--- src/rtl/tl_mon_pkg.sv ---
`default_nettype none
// ============================================================================
// Package     : tl_mon_pkg
// Description : Shared definitions for the TL-UL protocol monitor.
//               - TL-UL A/D opcode encodings
//               - Error-index enumeration and error count
//               - Byte-lane enable helper for lane-mask checks
// Revision    : 1.0  initial release
// ============================================================================
package tl_mon_pkg;

  // A-channel request opcodes
  localparam logic [2:0] TL_A_PUT_FULL    = 3'd0;
  localparam logic [2:0] TL_A_PUT_PARTIAL = 3'd1;
  localparam logic [2:0] TL_A_GET         = 3'd4;

  // D-channel response opcodes
  localparam logic [2:0] TL_D_ACCESS_ACK      = 3'd0;
  localparam logic [2:0] TL_D_ACCESS_ACK_DATA = 3'd1;

  localparam int NUM_ERR = 11;

  // Error indices. A lower index wins when several errors share a cycle.
  typedef enum logic [3:0] {
    ERR_A_DROP     = 4'd0,
    ERR_A_UNSTABLE = 4'd1,
    ERR_A_OPCODE   = 4'd2,
    ERR_A_ALIGN    = 4'd3,
    ERR_A_DUP_SRC  = 4'd4,
    ERR_D_DROP     = 4'd5,
    ERR_D_UNSTABLE = 4'd6,
    ERR_D_NO_REQ   = 4'd7,
    ERR_D_OPCODE   = 4'd8,
    ERR_D_SIZE     = 4'd9,
    ERR_TIMEOUT    = 4'd10
  } tl_mon_err_e;

  // True when byte lane 'lane' is covered by an access of 2**size_log2
  // bytes starting at byte offset addr_lo within the data word. Called
  // once per lane, so the caller builds a mask of any width.
  function automatic logic tl_lane_en(input int size_log2, input int addr_lo,
                                      input int lane);
    int bytes;
    bytes = 1 << size_log2;
    return (lane >= addr_lo) && (lane < addr_lo + bytes);
  endfunction

endpackage
`default_nettype wire

--- src/rtl/tl_mon_source_table.sv ---
`default_nettype none
// ============================================================================
// Module      : tl_mon_source_table
// Description : Per-source in-flight request table for the TL-UL monitor.
//               Each entry holds {busy, expected D opcode, size}. A clear
//               (D retire) is applied before a set (A accept), so an A
//               request may reuse the source that D retires in the same
//               cycle. Keeps a non-wrapping count of busy entries.
// Ports       : clock, reset_n     clock, async active-low reset
//               set_*_i            A accept: source, A opcode, size
//               clr_i, clr_src_i   D accept: source
//               set_busy_o         set source busy after this cycle's retire
//               clr_busy_o/op/size entry looked up by the D source
//               inflight_o         number of busy entries
// Revision    : 1.0  initial release
// ============================================================================
module tl_mon_source_table
  import tl_mon_pkg::*;
#(
  parameter int SOURCE_W = 4,
  parameter int SIZE_W   = 2
) (
  input  logic                clock,
  input  logic                reset_n,
  input  logic                set_i,
  input  logic [SOURCE_W-1:0] set_src_i,
  input  logic [2:0]          set_op_i,
  input  logic [SIZE_W-1:0]   set_size_i,
  input  logic                clr_i,
  input  logic [SOURCE_W-1:0] clr_src_i,
  output logic                set_busy_o,
  output logic                clr_busy_o,
  output logic [2:0]          clr_op_o,
  output logic [SIZE_W-1:0]   clr_size_o,
  output logic [SOURCE_W:0]   inflight_o
);

  localparam int DEPTH = 2 ** SOURCE_W;

  logic [DEPTH-1:0]  busy_q, busy_d;
  logic [2:0]        op_q   [DEPTH];
  logic [2:0]        op_d   [DEPTH];
  logic [SIZE_W-1:0] size_q [DEPTH];
  logic [SIZE_W-1:0] size_d [DEPTH];
  logic [SOURCE_W:0] cnt_q, cnt_d;

  logic w_retire;
  logic w_alloc;

  assign clr_busy_o = busy_q[clr_src_i];
  assign clr_op_o   = op_q[clr_src_i];
  assign clr_size_o = size_q[clr_src_i];

  // Only a D hitting a busy entry retires it; a stray D leaves the table alone.
  assign w_retire   = clr_i && clr_busy_o;
  // The A source counts as free if D retires it in this same cycle.
  assign set_busy_o = busy_q[set_src_i] && !(w_retire && (clr_src_i == set_src_i));
  assign w_alloc    = set_i && !set_busy_o;

  always_comb begin
    busy_d = busy_q;
    op_d   = op_q;
    size_d = size_q;
    cnt_d  = cnt_q;
    if (w_retire) begin
      busy_d[clr_src_i] = 1'b0;
    end
    if (set_i) begin
      busy_d[set_src_i] = 1'b1;
      op_d[set_src_i]   = (set_op_i == TL_A_GET) ? TL_D_ACCESS_ACK_DATA : TL_D_ACCESS_ACK;
      size_d[set_src_i] = set_size_i;
    end
    if (w_alloc && !w_retire && (cnt_q != '1)) begin
      cnt_d = cnt_q + 1'b1;
    end else if (w_retire && !w_alloc && (cnt_q != '0)) begin
      cnt_d = cnt_q - 1'b1;
    end
  end

  always_ff @(posedge clock or negedge reset_n) begin
    if (!reset_n) begin
      busy_q <= '0;
      cnt_q  <= '0;
      for (int i = 0; i < DEPTH; i++) begin
        op_q[i]   <= '0;
        size_q[i] <= '0;
      end
    end else begin
      busy_q <= busy_d;
      op_q   <= op_d;
      size_q <= size_d;
      cnt_q  <= cnt_d;
    end
  end

  assign inflight_o = cnt_q;

endmodule
`default_nettype wire

--- src/rtl/tl_ul_protocol_monitor.sv ---
`default_nettype none
// ============================================================================
// Module      : tl_ul_protocol_monitor
// Description : Passive TileLink-UL protocol checker for one A/D channel
//               pair. Checks handshake stability, A request legality and
//               D response matching against a per-source table. Errors
//               found in cycle N are reported registered in cycle N+1.
//               Requires DATA_W >= 16 and MAX_SIZE <= log2(DATA_W/8).
// Config      : TL_MON_TIMEOUT_EN - when defined, a watchdog flags
//               TIMEOUT after TIMEOUT cycles with requests outstanding
//               and no D accept. When undefined, error bit 10 is 0.
// Ports       : clock, reset_n          clock, async active-low reset
//               a_* / d_*               tapped TL-UL A and D channels
//               err_valid, err_code     pulse + lowest error index
//               err_sticky, err_count   accumulated errors since reset
//               inflight_cnt            outstanding request count
// Revision    : 1.0  initial release
// ============================================================================
module tl_ul_protocol_monitor
  import tl_mon_pkg::*;
#(
  parameter int SOURCE_W  = 4,
  parameter int ADDR_W    = 32,
  parameter int DATA_W    = 32,
  parameter int SIZE_W    = 2,
  parameter int MAX_SIZE  = 2,
  parameter int ERR_CNT_W = 8,
  parameter int TIMEOUT   = 1024
) (
  input  logic                 clock,
  input  logic                 reset_n,
  input  logic                 a_valid,
  input  logic                 a_ready,
  input  logic [2:0]           a_opcode,
  input  logic [SIZE_W-1:0]    a_size,
  input  logic [SOURCE_W-1:0]  a_source,
  input  logic [ADDR_W-1:0]    a_address,
  input  logic [DATA_W/8-1:0]  a_mask,
  input  logic                 d_valid,
  input  logic                 d_ready,
  input  logic [2:0]           d_opcode,
  input  logic [SIZE_W-1:0]    d_size,
  input  logic [SOURCE_W-1:0]  d_source,
  output logic                 err_valid,
  output logic [3:0]           err_code,
  output logic [NUM_ERR-1:0]   err_sticky,
  output logic [ERR_CNT_W-1:0] err_count,
  output logic [SOURCE_W:0]    inflight_cnt
);

  localparam int MASK_W = DATA_W / 8;
  localparam int LANE_W = $clog2(MASK_W);

  logic w_a_fire, w_d_fire;
  assign w_a_fire = a_valid & a_ready;
  assign w_d_fire = d_valid & d_ready;

  // ---------------------------------------------------------------- trackers
  // A stalled beat (valid without ready) is captured so the next cycle can
  // confirm it is still presented unchanged.
  logic                a_pend_q;
  logic [2:0]          a_op_q;
  logic [SIZE_W-1:0]   a_size_q;
  logic [SOURCE_W-1:0] a_src_q;
  logic [ADDR_W-1:0]   a_addr_q;
  logic [MASK_W-1:0]   a_mask_q;
  logic                d_pend_q;
  logic [2:0]          d_op_q;
  logic [SIZE_W-1:0]   d_size_q;
  logic [SOURCE_W-1:0] d_src_q;

  always_ff @(posedge clock or negedge reset_n) begin
    if (!reset_n) begin
      a_pend_q <= 1'b0;
      a_op_q   <= '0;
      a_size_q <= '0;
      a_src_q  <= '0;
      a_addr_q <= '0;
      a_mask_q <= '0;
      d_pend_q <= 1'b0;
      d_op_q   <= '0;
      d_size_q <= '0;
      d_src_q  <= '0;
    end else begin
      a_pend_q <= a_valid & ~a_ready;
      a_op_q   <= a_opcode;
      a_size_q <= a_size;
      a_src_q  <= a_source;
      a_addr_q <= a_address;
      a_mask_q <= a_mask;
      d_pend_q <= d_valid & ~d_ready;
      d_op_q   <= d_opcode;
      d_size_q <= d_size;
      d_src_q  <= d_source;
    end
  end

  // ------------------------------------------------------------ source table
  logic                w_set_busy;
  logic                w_clr_busy;
  logic [2:0]          w_clr_op;
  logic [SIZE_W-1:0]   w_clr_size;
  logic [SOURCE_W:0]   w_inflight;

  tl_mon_source_table #(
    .SOURCE_W (SOURCE_W),
    .SIZE_W   (SIZE_W)
  ) u_table (
    .clock      (clock),
    .reset_n    (reset_n),
    .set_i      (w_a_fire),
    .set_src_i  (a_source),
    .set_op_i   (a_opcode),
    .set_size_i (a_size),
    .clr_i      (w_d_fire),
    .clr_src_i  (d_source),
    .set_busy_o (w_set_busy),
    .clr_busy_o (w_clr_busy),
    .clr_op_o   (w_clr_op),
    .clr_size_o (w_clr_size),
    .inflight_o (w_inflight)
  );

  // --------------------------------------------------------------- watchdog
  logic w_tmo_hit;

`ifdef TL_MON_TIMEOUT_EN
  localparam int TMO_W = $clog2(TIMEOUT + 1);
  logic [TMO_W-1:0] wd_q, wd_d;

  // The counter parks at TIMEOUT so the error fires once per stall.
  always_comb begin
    wd_d      = wd_q;
    w_tmo_hit = 1'b0;
    if (w_d_fire || (w_inflight == '0)) begin
      wd_d = '0;
    end else if (wd_q != TMO_W'(TIMEOUT)) begin
      wd_d      = wd_q + TMO_W'(1);
      w_tmo_hit = (wd_d == TMO_W'(TIMEOUT));
    end
  end

  always_ff @(posedge clock or negedge reset_n) begin
    if (!reset_n) begin
      wd_q <= '0;
    end else begin
      wd_q <= wd_d;
    end
  end
`else
  // No watchdog; a negative TIMEOUT is meaningless, so this is always 0.
  assign w_tmo_hit = (TIMEOUT < 0);
`endif

  // ---------------------------------------------------------- error checks
  logic [MASK_W-1:0] w_lane;
  logic [LANE_W-1:0] w_align;
  logic              w_op_legal;
  logic [NUM_ERR-1:0] w_err;

  always_comb begin
    for (int i = 0; i < MASK_W; i++) begin
      w_lane[i] = tl_lane_en(int'(a_size), int'(a_address[LANE_W-1:0]), i);
    end
    // Address offset bits that must be zero for a naturally aligned access.
    for (int i = 0; i < LANE_W; i++) begin
      w_align[i] = (i < int'(a_size));
    end
  end

  assign w_op_legal = (a_opcode == TL_A_PUT_FULL) || (a_opcode == TL_A_PUT_PARTIAL) ||
                      (a_opcode == TL_A_GET);

  always_comb begin
    w_err = '0;

    if (a_pend_q) begin
      if (!a_valid) begin
        w_err[ERR_A_DROP] = 1'b1;
      end else if ({a_opcode, a_size, a_source, a_address, a_mask} !=
                   {a_op_q, a_size_q, a_src_q, a_addr_q, a_mask_q}) begin
        w_err[ERR_A_UNSTABLE] = 1'b1;
      end
    end

    if (d_pend_q) begin
      if (!d_valid) begin
        w_err[ERR_D_DROP] = 1'b1;
      end else if ({d_opcode, d_size, d_source} != {d_op_q, d_size_q, d_src_q}) begin
        w_err[ERR_D_UNSTABLE] = 1'b1;
      end
    end

    if (a_valid) begin
      if (!w_op_legal) begin
        w_err[ERR_A_OPCODE] = 1'b1;
      end
      if ((int'(a_size) > MAX_SIZE) || ((a_address[LANE_W-1:0] & w_align) != '0)) begin
        w_err[ERR_A_ALIGN] = 1'b1;
      end
      if (((a_opcode == TL_A_GET) || (a_opcode == TL_A_PUT_FULL)) && (a_mask != w_lane)) begin
        w_err[ERR_A_ALIGN] = 1'b1;
      end
      if ((a_opcode == TL_A_PUT_PARTIAL) && ((a_mask & ~w_lane) != '0)) begin
        w_err[ERR_A_ALIGN] = 1'b1;
      end
    end

    if (w_a_fire && w_set_busy) begin
      w_err[ERR_A_DUP_SRC] = 1'b1;
    end

    if (w_d_fire) begin
      if (!w_clr_busy) begin
        w_err[ERR_D_NO_REQ] = 1'b1;
      end else begin
        if (d_opcode != w_clr_op) begin
          w_err[ERR_D_OPCODE] = 1'b1;
        end
        if (d_size != w_clr_size) begin
          w_err[ERR_D_SIZE] = 1'b1;
        end
      end
    end

    w_err[ERR_TIMEOUT] = w_tmo_hit;
  end

  // Lowest set index wins: scan from the top so the last hit is the lowest.
  logic [3:0] w_code;
  always_comb begin
    w_code = '0;
    for (int i = NUM_ERR - 1; i >= 0; i--) begin
      if (w_err[i]) begin
        w_code = 4'(i);
      end
    end
  end

  // ---------------------------------------------------------------- report
  logic                 err_valid_q;
  logic [3:0]           err_code_q;
  logic [NUM_ERR-1:0]   err_sticky_q;
  logic [ERR_CNT_W-1:0] err_count_q;

  always_ff @(posedge clock or negedge reset_n) begin
    if (!reset_n) begin
      err_valid_q  <= 1'b0;
      err_code_q   <= '0;
      err_sticky_q <= '0;
      err_count_q  <= '0;
    end else begin
      err_valid_q  <= |w_err;
      err_code_q   <= w_code;
      err_sticky_q <= err_sticky_q | w_err;
      if ((|w_err) && !(&err_count_q)) begin
        err_count_q <= err_count_q + 1'b1;
      end
    end
  end

  assign err_valid    = err_valid_q;
  assign err_code     = err_code_q;
  assign err_sticky   = err_sticky_q;
  assign err_count    = err_count_q;
  assign inflight_cnt = w_inflight;

endmodule
`default_nettype wire
--- config.mk ---
export PLATFORM = sky130hd
export DESIGN_NAME = tl_ul_protocol_monitor
export DESIGN_NICKNAME = d
export VERILOG_FILES = /design/src/rtl/tl_mon_pkg.sv /design/src/rtl/tl_mon_source_table.sv /design/src/rtl/tl_ul_protocol_monitor.sv
export SDC_FILE = /design/constraint.sdc
export NUM_CORES = 1
export LEC_CHECK = 0
export CAP_MARGIN = 10
export CORE_ASPECT_RATIO = 1.25
export CORE_MARGIN = 2
export CORE_UTILIZATION = 50
export DETAILED_ROUTE_END_ITERATION = 8
export HOLD_SLACK_MARGIN = 0.06
export PLACE_DENSITY_LB_ADDON = 0.15
export REMOVE_ABC_BUFFERS = 1
export SETUP_SLACK_MARGIN = 0.02
export SYNTH_ARGS = -nofsm -noshare
export SYNTH_HDL_FRONTEND = slang
export SYNTH_SLANG_ARGS = --single-unit
--- constraint.sdc ---
create_clock -name clock -period 6.93 [get_ports clock]
set_input_delay 1.0395 -clock clock [delete_from_list [all_inputs] [get_ports clock]]
set_output_delay 1.0395 -clock clock [all_outputs]
set_load 0.005 [all_outputs]
After elaboration in Yosys (flattened, before gate mapping)
Index checks and enable logic that the tools add are counted. Widths: inputs -> output; s select.

Flip-flop bits (word level): 181. Output and inout port bits: 29. Word-level logic and storage cells: 182.

$add $sub $neg: 4. Magnitude comparators: 17. Eq/ne operators: 9. Shift operators: 1. Muxes and demuxes: 54. Bitwise gates (word level): 15. Reductions and logical operators: 34.

Operator list (number): $lt 3x32->1 const A (2); $bwmux 48 (1); $ne 45x45->1 (1); $mux 4 (10); $add 3x32->32 (1); $bwmux 32 (1); $lt 1x32->1 const A (1); $lt 2x32->1 const A (1); $mux 16 (2); $shl 1x2->32 const A (1); $mux 1 (19); $logic_and 1x1->1 (18); $and 16x16->16 (1); $not 16->16 (1); $or 16x16->16 (1); $mux 2 (7); $bmux 3 s4 (1); $demux 3 s4 (1); $mux 3 (4); $or 11x10->11 (1); $ge 5x5->1 const B (2); $lt 4x5->1 const B (2); $mux 5 (2); $not 4->5 (2); 34 further kinds (51).

Longest topological paths before layout
Depth in word-level cells: 18. Depth in mapped cells: 18. Gate-level depth less buffers: 16.

By module
From an unflattened synthesis, not the netlist that was laid out.

Cell total of the unflattened synthesis: 562. Area, all modules: 7019.2 um2.

By module, submodules not included: tl_mon_source_table (times used 1, cells an instance 288, area each 3646.0 um2); tl_ul_protocol_monitor (times used 1, cells an instance 274, area each 3373.2 um2).

Worst setup path after synthesis
Ideal clock, no wire load.

Path kind: in2reg. From: input port a_size[1]. To: register err_count_q[1], in the netlist err_count[1]. Library setup time: 0.128 ns. Arrival time: 4.150 ns. Data required time: 6.802 ns. Slack: 2.652 ns. Stages: 17. Path through: clkbuf_1 clkbuf_1 nor2_1 ha_1 inv_1 fa_1 a2111oi_0 mux2_2 nand2_1 o21ai_0 ha_1 nand4_1 o21ai_0 a31o_2 nand4_2 o21bai_1 mux2_1.

Cells in the longest elaborated chain, start to end: 12. Elaborated cells on any way between the ends: 31. Classes of those cells: add/sub (1); order compare (7); eq/ne (2); shift (1); mux (7); bitwise (3); reduce/logical (10).

Ends and longest elaborated chain: start, declared (line tl_ul_protocol_monitor.sv:35) `input logic [SIZE_W-1:0] a_size,`; $shl 1x2->32 (line tl_mon_pkg.sv:44) `bytes = 1 << size_log2;`; $add 3x32->32 (line tl_mon_pkg.sv:45) `return (lane >= addr_lo) && (lane < addr_lo + bytes);`; $lt 1x32->1, or another cell as far along (line tl_mon_pkg.sv:45); $logic_and 1x1->1 (line tl_mon_pkg.sv:45); $not 4->4 (line tl_ul_protocol_monitor.sv:204) `if ((a_opcode == TL_A_PUT_PARTIAL) && ((a_mask & ~w_lane) != '0)) begin`; $and 4x4->4 (line tl_ul_protocol_monitor.sv:204); $reduce_bool 4->1 (line tl_ul_protocol_monitor.sv:204); $logic_and 1x1->1 (line tl_ul_protocol_monitor.sv:204); $mux 1 (line tl_ul_protocol_monitor.sv:204); $mux 2 (line tl_ul_protocol_monitor.sv:194) `if (a_valid) begin`; $reduce_or 10->1 * (line tl_ul_protocol_monitor.sv:256) `if ((|w_err) && !(&err_count_q)) begin`; $logic_and 1x1->1 * (line tl_ul_protocol_monitor.sv:256); end signal, assigned (line tl_ul_protocol_monitor.sv:257) `err_count_q <= err_count_q + 1'b1;`; end, declared (line tl_ul_protocol_monitor.sv:244) `logic [ERR_CNT_W-1:0] err_count_q;`.

Every way passes the cells marked *; elsewhere a longest branch is shown, timed or not. A chain may end at the register's enable or synchronous reset.

Final worst setup path
From: input port d_source[1]. To: register u_table.cnt_q[4], in the netlist u_table.inflight_o[4].

Cells in the longest elaborated chain, start to end: 12. Elaborated cells on any way between the ends: 17. Classes of those cells: eq/ne (1); mux (3); reduce/logical (13).

Ends and longest elaborated chain: start, declared (line tl_ul_protocol_monitor.sv:43) `input logic [SOURCE_W-1:0] d_source,`; $bmux 1 s4 (line tl_mon_source_table.sv:50) `assign clr_busy_o = busy_q[clr_src_i];`; $mux 1 (implied by the code) (line tl_mon_source_table.sv:50); $logic_and 1x1->1 (line tl_mon_source_table.sv:55) `assign w_retire = clr_i && clr_busy_o;`; $logic_and 1x1->1 (line tl_mon_source_table.sv:57) `assign set_busy_o = busy_q[set_src_i] && !(w_retire && (clr_src_i == set_src_i));`; $logic_not 1->1 (line tl_mon_source_table.sv:57); $logic_and 1x1->1 (line tl_mon_source_table.sv:57); $logic_not 1->1 (line tl_mon_source_table.sv:58) `assign w_alloc = set_i && !set_busy_o;`; $logic_and 1x1->1 (line tl_mon_source_table.sv:58); $logic_not 1->1 (line tl_mon_source_table.sv:75) `end else if (w_retire && !w_alloc && (cnt_q != '0)) begin`; $logic_and 1x1->1 (2 in a row) (line tl_mon_source_table.sv:75); $reduce_bool 2->1 (no source line); end signal, assigned (line tl_mon_source_table.sv:92) `cnt_q <= cnt_d;`; end, declared (line tl_mon_source_table.sv:45) `logic [SOURCE_W:0] cnt_q, cnt_d;`.

Several ways; a longest one is shown, not always the timed one. The select of a mux whose other input is x is not followed.

==> results_tabular.tex <==
\begin{tabular}{lr}
\hline
Metric & Value \\
\hline
\multicolumn{2}{l}{\textbf{Clock network}} \\
Sink Count & between 100 and 150 \\
Number of clock buffers inserted by TritonCTS & 17 \\
CTS root buffer & sky130\_fd\_sc\_hd\_\_clkbuf\_16 \\
Post-cts sizing count & 0 \\
TritonCTS clock tree & done \\
CTS Hold Buffers Added & 0 \\
Clock input transition at the sequential cells of the worst setup and hold paths & about 60 ps \\
H-tree lvl count & 4 \\
Clk buf depth & 2 \\
Clock insertion delay at the later pin of the skew report & about 430 ps \\
Buffers inserted by post-CTS timing repair & 0 \\
\multicolumn{2}{l}{\textbf{Logic synthesis}} \\
Part of the Yosys area used for sequential elements & between 50 and 60\% \\
Count of flip-flops with a built-in enable after synthesis & 0 \\
Fraction of the mapped netlist area in simple logic gates & between 10\% and 20\% \\
Share of Yosys cell area claimed by the top area cell type & between 50\% and 60\% \\
Largest family of logic cells by synthesized area & multiplexers \\
Flop and latch count out of synthesis & 148 \\
Post-synth cell types & 65 \\
Avg Synthesized Cell Area & approximately 12 um2 \\
Async set or reset register ratio after synthesis & 100.0\% \\
Number of warning messages in the yosys log & 0 \\
Multiplexer share of the synthesized area & 15.34\% \\
Most area-consuming cells after synthesis & sky130\_fd\_sc\_hd\_\_dfrtp\_1 (53\%), sky130\_fd\_sc\_hd\_\_mux2\_2 (7.6\%), sky130\_fd\_sc\_hd\_\_xnor2\_1 (7.5\%) \\
Synth Instances & around 570 \\
Cell type with the largest total area after synthesis & sky130\_fd\_sc\_hd\_\_dfrtp\_1 \\
Synthesized cell area & between 0.006 and 0.007 mm2 \\
Compound-Gate Fraction of Synth Area & 7.635\% \\
XOR/XNOR Fraction of Synth Area & $\sim$8.8\% \\
Ys flop type & sky130\_fd\_sc\_hd\_\_dfrtp\_1 \\
Adder-cell share of the synthesized area & 2.539\% \\
\multicolumn{2}{l}{\textbf{Pwr}} \\
Leakage dissipation & 3.577 nW \\
Total power & 2.527 mW \\
Worst VDD drop & between 0.00015 and 0.0002 V \\
Cell area power density & 293.0 mW/mm2 \\
\multicolumn{2}{l}{\textbf{Finish}} \\
Most common library cell in the layout ignoring fill and taps & sky130\_fd\_sc\_hd\_\_dfrtp\_1 \\
Ratio of cells with drive above 1 in the final layout & roughly 17\% \\
Synthesis-to-layout area growth & 23.23\% \\
Commonest cells after routing, fill and taps aside & sky130\_fd\_sc\_hd\_\_dfrtp\_1 (148), sky130\_fd\_sc\_hd\_\_clkdlybuf4s50\_1 (86), sky130\_fd\_sc\_hd\_\_xnor2\_1 (60), sky130\_fd\_sc\_hd\_\_mux2\_2 (47), sky130\_fd\_sc\_hd\_\_o21ai\_0 (35) \\
Fin cells & between 800 and 900 \\
Final Net Count & between 700 and 800 \\
Final antenna diode count & 0 \\
\multicolumn{2}{l}{\textbf{STA}} \\
Pins Over Slew Limit & 0 \\
Final number of hold-violating endpoints & 0 \\
Final worst path period need & roughly 4500 ps \\
Worst setup skew after layout & around 8 ps \\
Maximum operating frequency & 0.2229 GHz \\
Min Hold Slack & roughly 460 ps \\
Setup repair after global routing missed its margin & false \\
Final critical-path share of the clock period & around two thirds \\
Final number of setup-violating endpoints & 0 \\
Actual slew at the worst max-slew pin & 1024 ps \\
Worst slew margin relative to its limit & 31.11\% \\
Setup total negative slack & 0 ps \\
\multicolumn{2}{l}{\textbf{Setup path}} \\
Arrival time of the worst setup path & between 4000 and 5000 ps \\
Cell Chain, Critical Path & clkdlybuf4s50\_1 -> mux2\_1 -> mux4\_2 -> a32o\_2 -> or4\_4 -> fa\_1 -> a21o\_1 -> a21oi\_1 -> xnor2\_1 -> nand2\_1 -> xnor2\_1 \\
Crit Path Category & input port to flop \\
Maximum fanout along the worst path & 13 \\
Kind of end point of the critical path & flop \\
Largest stage delay, worst path & approximately 820 ps \\
Required time of the critical path & roughly 7200 ps \\
Most repeated library cell on the critical path & sky130\_fd\_sc\_hd\_\_xnor2\_1 \\
Cell with the largest stage delay on the worst path & sky130\_fd\_sc\_hd\_\_clkdlybuf4s50\_1 \\
Startpoint type of the worst setup path & input port \\
\multicolumn{2}{l}{\textbf{Run}} \\
Reported max-cap violation count & 0 \\
\multicolumn{2}{l}{\textbf{Floorplanning}} \\
Core Region & 0.01375 mm2 \\
Total number of placement rows & between 40 and 50 \\
Ports placed on the boundary & $\sim$90 \\
Die extent in x & around 110 um \\
Starting density of the core & between 50\% and 60\% \\
Die span in y & about 140 um \\
Die Area & 0.01496 mm2 \\
\multicolumn{2}{l}{\textbf{GRT}} \\
Number of antenna violations at the first check in global routing & 0 \\
Largest net degree at the start of global routing & 83 \\
Global Route Usage Sum & between 20\% and 30\% \\
Global-route wire length before repair & around 26 mm \\
Overflow left after global routing & 0 \\
Vias in the first global route & about 5000 \\
\multicolumn{2}{l}{\textbf{Detailed routing}} \\
Number of remaining DRC errors & 0 \\
Remaining number of nets flagged by the antenna check after routing & 0 \\
Vias per inst & 5.637 \\
Detailed router's first-iteration violation count & between 300 and 400 \\
Mean routed wirelength per cell & 18.87 um \\
Sum of routed wire length over all layers & between 15 and 20 mm \\
Via total after detailed routing & roughly 4800 \\
DR pass1 iterations & 6 \\
\multicolumn{2}{l}{\textbf{Min path}} \\
Min-Delay Path Class & flop to flop \\
\multicolumn{2}{l}{\textbf{Placement}} \\
Placed cell count & 814 \\
Port buffer count & 87 \\
Dpl hpwl & $\sim$11 mm \\
RD Place Congestion & approximately 0.88 \\
\multicolumn{2}{l}{\textbf{Status}} \\
Run status & completed \\
\hline
\end{tabular}
## layer usage
| metal | GRT usage [%] | up-vias | share of wire [%] |
|---|---|---|---|
| li1 | - | 2213 | - |
| met1 | 27.61 | 2373 | 41 |
| met2 | 39.50 | 147 | 51 |
| met3 | 4.554 | 36 | 4.8 |
| met4 | 10.41 | 0 | 2.9 |
| met5 | 0 | - | 0 |
## cells in the mapped netlist (11+ instances only)
cell / number
sky130_fd_sc_hd__dfrtp_1: 148
sky130_fd_sc_hd__ha_1: 11
sky130_fd_sc_hd__mux2_2: 47
sky130_fd_sc_hd__mux4_2: 16
sky130_fd_sc_hd__nand2_1: 32
sky130_fd_sc_hd__nand2b_1: 16
sky130_fd_sc_hd__nand4_1: 15
sky130_fd_sc_hd__nor2_1: 26
sky130_fd_sc_hd__o21ai_0: 35
sky130_fd_sc_hd__xnor2_1: 60
## kinds of logic (layout without fill, tap and decap cells)
family	Yosys count	after routing
xor+xnor	70	70
compound gates	81	81
flops	148	148
buf+inv	30	136
other cells	1	1
simple gates	142	142
mux	80	80
fa+ha+maj	13	13
## area by class of cell
| type | count | area, um2 |
|---|---|---|
| Inverter | 10 | 37.54 |
| Clock inverter | 10 | 105.1 |
| Clock buffer | 22 | 474.2 |
| Sequential cell | 148 | 3704 |
| Tap cell | 175 | 219.0 |
| Fill cell | 1093 | 5130 |
| Multi-Input combinational cell | 387 | 3159 |
| Timing Repair Buffer | 94 | 924.6 |
## registers in the layout, summed over array words and instances, names as in the netlist, 5 cells and up
signal / flops
u_table.op_q: 16
err_sticky: 10
a_addr_q: 32
u_table.size_q: 32
err_count: 8
u_table.busy_q: 16
u_table.inflight_o: 5
## metrics by stage
| stage | cell area (um2) | worst slack, ps | utilization [%] |
|---|---|---|---|
| 2_1_floorplan | 6900 | 3008 | - |
| 3_3_place_gp | 8044 | 2139 | 58.49 |
| 3_5_place_dp | 8044 | 2016 | 58.49 |
| 4_1_cts | 8623 | 2459 | 62.70 |
| 5_1_grt | 8623 | 2092 | 62.70 |
| 6_report | 8623 | 2443 | 62.70 |
## worst max-delay path: cells and delay by family
family / cells / cell delay [ps]
AO/OA/AOI/OAI: 3 / 660
XOR/XNOR: 2 / 270
adder cells (fa/ha/maj): 1 / 450
buffers and inverters: 1 / 820
multiplexers: 2 / 860
AND/OR/NAND/NOR: 2 / 690
## power breakdown
| part | switching (mW) | internal (mW) | total (mW) | leakage, nW |
|---|---|---|---|---|
| Sequential | 0.106 | 0.991 | 1.10 | 1.78 |
| Combinational | 0.226 | 0.304 | 0.531 | 1.51 |
| Clock | 0.345 | 0.554 | 0.899 | 0.285 |
| Total | 0.678 | 1.85 | 2.53 | 3.58 |
## final timing paths
kind	slack, ps	end	startpoint	cells after the start
min in group asynchronous	590	a_addr_q[6]	reset_n	1
min reg2reg	460	err_sticky[3]	err_sticky[3]	1
min	460	err_sticky[3]	err_sticky[3]	1
max	2440	u_table.inflight_o[4]	d_source[1]	11
max reg2reg	3550	u_table.inflight_o[4]	u_table.busy_q[7]	10
max in group asynchronous	4890	d_src_q[0]	reset_n	2
Power figures use the tool's default switching activity.
